===== config.mk =====
export PLATFORM = sky130hd
export DESIGN_NAME = parity_frame_unit
export DESIGN_NICKNAME = d
export VERILOG_FILES = /design/src/rtl/parity_pkg.sv /design/src/rtl/word_parity.sv /design/src/rtl/parity_frame_unit.sv
export SDC_FILE = /design/constraint.sdc
export NUM_CORES = 1
export LEC_CHECK = 0
export BUFFER_PORTS_ARGS = -buffer_cell sky130_fd_sc_hd__buf_2
export CAP_MARGIN = 20
export CORE_AREA = 2 2 39 41
export DETAILED_ROUTE_END_ITERATION = 8
export DIE_AREA = 0 0 41 43
export GPL_TIMING_DRIVEN = 0
export SETUP_SLACK_MARGIN = 0.2
export SYNTH_ARGS = -nofsm -noshare
export SYNTH_HDL_FRONTEND = slang
export SYNTH_SLANG_ARGS = --single-unit

===== constraint.sdc =====
create_clock -name clk -period 3.9 [get_ports clk]
set_clock_uncertainty 0.2 [all_clocks]
set_input_delay 0.39 -clock clk [delete_from_list [all_inputs] [get_ports clk]]
set_output_delay 0.39 -clock clk [all_outputs]
set_load 0.1 [all_outputs]

===== src/rtl/parity_pkg.sv =====
// Shared definitions for the parity frame unit: FSM state encoding and
// the helper that sizes the word counter.
package parity_pkg;

  localparam logic ST_ACC = 1'b0;
  localparam logic ST_OUT = 1'b1;

  // Width of a counter able to hold the values 0..n.
  function automatic int cnt_width(input int n);
    return (n < 1) ? 1 : $clog2(n + 1);
  endfunction

endpackage


===== src/rtl/word_parity.sv =====
// Combinational reduction XOR of one input word. A small separate block so
// that a per-word checker can reuse it.
module word_parity #(
  parameter int WIDTH = 8
) (
  input  logic [WIDTH-1:0] i_data,
  output logic             o_par
);

  assign o_par = ^i_data;

endmodule


===== src/rtl/parity_frame_unit.sv =====
// Streaming parity generator/checker. It XORs every bit of a FRAME_LEN-word
// frame and then presents one parity bit (even or odd) plus a mismatch flag
// against the received parity bit. It uses a two-state FSM: accumulate, then
// hold the result until the consumer takes it.
module parity_frame_unit
  import parity_pkg::*;
#(
  parameter int WIDTH     = 8,
  parameter int FRAME_LEN = 4
) (
  input  logic                                clk,
  input  logic                                rst,
  input  logic                                in_valid,
  output logic                                in_ready,
  input  logic [WIDTH-1:0]                    in_data,
  input  logic                                in_par,
  input  logic                                mode_odd,
  input  logic                                flush,
  output logic                                out_valid,
  input  logic                                out_ready,
  output logic                                out_parity,
  output logic                                out_err,
  output logic [cnt_width(FRAME_LEN)-1:0]     word_cnt
);

  localparam int CNT_W = cnt_width(FRAME_LEN);
  localparam logic [CNT_W-1:0] LAST_IDX = CNT_W'(FRAME_LEN - 1);

  logic             r_state;
  logic             w_state_nxt;
  logic             r_acc;
  logic [CNT_W-1:0] r_cnt;
  logic             r_par;
  logic             r_err;

  logic             w_word_par;
  logic             w_accept;
  logic             w_last;
  logic             w_frame_par;

  word_parity #(.WIDTH(WIDTH)) u_word_parity (
    .i_data (in_data),
    .o_par  (w_word_par)
  );

  // A flush in the same cycle beats an offered word, so the word is dropped.
  assign w_accept    = in_valid && in_ready && !flush;
  assign w_last      = w_accept && (r_cnt == LAST_IDX);
  assign w_frame_par = r_acc ^ w_word_par ^ mode_odd;

  // State register.
  always_ff @(posedge clk) begin
    if (rst) r_state <= ST_ACC;
    else     r_state <= w_state_nxt;
  end

  // Next-state logic: the last word closes the frame; a take or a flush releases the result.
  always_comb begin
    w_state_nxt = r_state;
    case (r_state)
      ST_ACC:  if (w_last) w_state_nxt = ST_OUT;
      ST_OUT:  if (out_ready || flush) w_state_nxt = ST_ACC;
      default: w_state_nxt = ST_ACC;
    endcase
  end

  // Handshake outputs decoded from registered state only; in_ready is also held low during reset.
  always_comb begin
    in_ready  = (r_state == ST_ACC) && !rst;
    out_valid = (r_state == ST_OUT);
  end

  // Accumulator, word counter and result registers.
  always_ff @(posedge clk) begin
    if (rst) begin
      r_acc <= 1'b0;
      r_cnt <= '0;
      r_par <= 1'b0;
      r_err <= 1'b0;
    end else if (r_state == ST_ACC) begin
      if (flush) begin
        r_acc <= 1'b0;
        r_cnt <= '0;
      end else if (w_last) begin
        r_acc <= 1'b0;
        r_cnt <= '0;
        r_par <= w_frame_par;
        r_err <= w_frame_par ^ in_par;
      end else if (w_accept) begin
        r_acc <= r_acc ^ w_word_par;
        r_cnt <= r_cnt + CNT_W'(1);
      end
    end
  end

  assign out_parity = r_par;
  assign out_err    = r_err;
  assign word_cnt   = r_cnt;

endmodule

==> flow_metrics.env <==
export IMPL_run_status="finished, final reports clean"
export IMPL_viasPerCell=4.598
export IMPL_syn_inst=41
export IMPL_coreArea_mm2=0.001384
export IMPL_clk_pin_slew_worst_paths_ns=0.06
export IMPL_max_vdd_ir_drop_mv=0.1452
export IMPL_worst_setup_path_start_kind="flop"
export IMPL_port_buffers=21
export IMPL_syn2layout_area_growth_pct=34.77
export IMPL_worstMarginPinSlew_ns=0.4829
export IMPL_critical_path_class="flop to flop"
export IMPL_clock_path_buffers=2
export IMPL_ios=22
export IMPL_final_util=0.4241
export IMPL_r2r_worst_path_cells=4
export IMPL_holdPathStages=2
export IMPL_netlist_area_um2=435.4
export IMPL_ys_ff_latch=7
export IMPL_antenna_left=0
export IMPL_cts_sinks=7
export IMPL_power_density_mw_per_mm2=353.6
export IMPL_max_stage_delay_ns=0.57
export IMPL_drive_gt1_frac=0.4242
export IMPL_ys_warn_count=0
export IMPL_critPathCaptureType="flop"
export IMPL_ys_types=21
export IMPL_clkLatencyLatePin_ns=0.25
export IMPL_min_period_over_period=0.4453
export IMPL_overflow=0
export IMPL_fin_cells=82
export IMPL_relSlewSlack=0.6803
export IMPL_drc=0
export IMPL_slowest_stage="or4b_4"
export IMPL_worstPathArrival_ns=1.69
export IMPL_antennaDiodeCount=0
export IMPL_yosysSeqAreaShare=0.3218
export IMPL_rows=14
export IMPL_wirelength_um=839
export IMPL_antenna_found_initial=0
export IMPL_cts_buffers=3
export IMPL_cap_violations=0
export IMPL_timing_critical_path_fanout_max=5
export IMPL_cts_tree="yes"
export IMPL_cts_root_buf="clkbuf_4"
export IMPL_finalNetCount=83
export IMPL_finalHoldViolCount=0
export IMPL_num_vias=377
export IMPL_first_iter_violations=4
export IMPL_die_area_mm2=0.001763
export IMPL_first_pass_iters=3
export IMPL_wl_per_cell_um=10.23
export IMPL_worst_hold_path_type="input port to flop"
export IMPL_crit_required_ns=3.85
export IMPL_die_h_um=43
export IMPL_period_needed_ns=1.736
export IMPL_maxSlewViolCount=0
export IMPL_grt_pass1_wl_um=1352
export IMPL_die_width_um=41
export IMPL_p_leak_nw=0.3159
export IMPL_dp_cells=78
export IMPL_htreeDepth=1
export IMPL_fillCellCount=144
export IMPL_fmax_ghz=0.5759
export IMPL_crit_path_cell_trace="or4b_4 > nor3b_4 > nor3b_1 > a21o_1"
export IMPL_synth_nets=57
export IMPL_rsz0062_at_grt="no"
export IMPL_cts_setup_buffers=0
export IMPL_finalSetupViolations=0
export IMPL_ctsHoldBuffers=0
export IMPL_place_congestion=0.7207
export IMPL_initial_core_util=0.3146
export IMPL_grt_pass1_vias=315
export IMPL_p_total_mw=0.2075
export IMPL_detailed_place_hpwl_um=682.2
export IMPL_syn_avg_cell_area_um2=10.62
export IMPL_postCtsResizedCells=0
export IMPL_grt_max_degree=9
export IMPL_grtUsageTotal=0.1146
export IMPL_finalSetupTns_ns=0
[cell usage in the layout, fill, tap and decap left out, drive strengths merged]
cell type,count
nor2,7
a22oi,1
o211a,1
nor3b,2
xnor2,4
a32o,1
o21ai,1
and2b,1
clkbuf,4
or4b,1
a21o,1
xor2,3
ha,1
a21oi,3
nor2b,1
nor3,1
xnor3,3
dfxtp,7
buf,21
inv,1
o21bai,1
[path summary, 6_finish.rpt]
| path | endpoint | start | slack [ns] |
|---|---|---|---|
| setup / recovery | out_err$_SDFFE_PP0P_ | out_valid$_SDFF_PP0_ | 2.16 |
| hold / removal | word_cnt[1]$_SDFFE_PP0P_ | rst | 0.21 |
| setup reg to reg | out_err$_SDFFE_PP0P_ | out_valid$_SDFF_PP0_ | 2.16 |
| hold reg to reg | r_acc$_SDFFE_PP0P_ | r_acc$_SDFFE_PP0P_ | 0.30 |
[per-layer routing]
| layer | share of wire | vias to the layer above | track usage |
|---|---|---|---|
| li1 | - | 196 | - |
| met1 | 0.48 | 171 | 0.1595 |
| met2 | 0.48 | 10 | 0.1563 |
| met3 | 0.043 | 0 | 0.03141 |
| met4 | 0 | 0 | 0.06000 |
| met5 | 0 | - | 0 |
[worst max-delay path, delay by kind of cell (launching register included)]
family / cells / cell delay (ns)
AOI/OAI and AO/OA: 1 / 0.15
and+or+nand+nor: 3 / 0.95
DFF: 1 / 0.34
[flip-flops by register name (all words and copies together), names as in the netlist]
signal	count
out_valid	1
out_err	1
r_acc	1
word_cnt	3
out_parity	1
[logic make-up (layout without fill, tap and decap cells)]
group	after synthesis	in the layout	share of synthesized area
buf+inv	1	26	0.008612
compound gates	9	9	0.1437
fa+ha+maj	1	1	0.02873
simple gates	13	13	0.1983
xor+xnor	10	10	0.2988
flops	7	7	0.3218
[synthesized netlist by cell type]
cell type | count | share of area
dfxtp_1 | 7 | 0.32
nor2_1 | 7 | 0.060
xnor2_1 | 4 | 0.080
a21oi_1 | 3 | 0.034
xor2_1 | 3 | 0.060
xnor3_1 | 2 | 0.10
a21o_1 | 1 | 0.017
a22oi_1 | 1 | 0.017
a32o_1 | 1 | 0.023
and2b_2 | 1 | 0.020
ha_1 | 1 | 0.029
inv_1 | 1 | 0.0086
nor2b_1 | 1 | 0.014
nor3_1 | 1 | 0.011
nor3b_1 | 1 | 0.017
nor3b_4 | 1 | 0.043
o211a_1 | 1 | 0.023
o21ai_1 | 1 | 0.011
o21bai_1 | 1 | 0.017
or4b_4 | 1 | 0.032
xnor3_2 | 1 | 0.055
[power breakdown]
group	internal [mW]	leakage [nW]	switching, mW
Sequential	0.0731	0.0566	0.000999
Clock	0.0392	0.0150	0.0294
Combinational	0.0359	0.244	0.0289
[final cells by class]
type | count | area (µm²) | share of cell area
multi-input cells | 33 | 291.5 | 0.4968
repair buffers | 21 | 105.1 | 0.1791
flip-flops and latches | 7 | 140.1 | 0.2388
inverters | 1 | 3.754 | 0.006397
clock buffers | 4 | 26.28 | 0.04478
well taps | 16 | 20.02 | 0.03412
[through the flow]
step | hold WS [ns] | instance area, µm² | setup WS [ns]
2_1_floorplan | 0.2624 | 435.4 | 1.232
3_3_place_gp | 0.2949 | 560.5 | 1.949
3_5_place_dp | 0.2936 | 560.5 | 1.952
4_1_cts | 0.2045 | 586.8 | 2.142
5_1_grt | 0.2100 | 586.8 | 2.078
6_report | 0.2128 | 586.8 | 2.164
No activity file was read; power rests on OpenSTA's default activity.
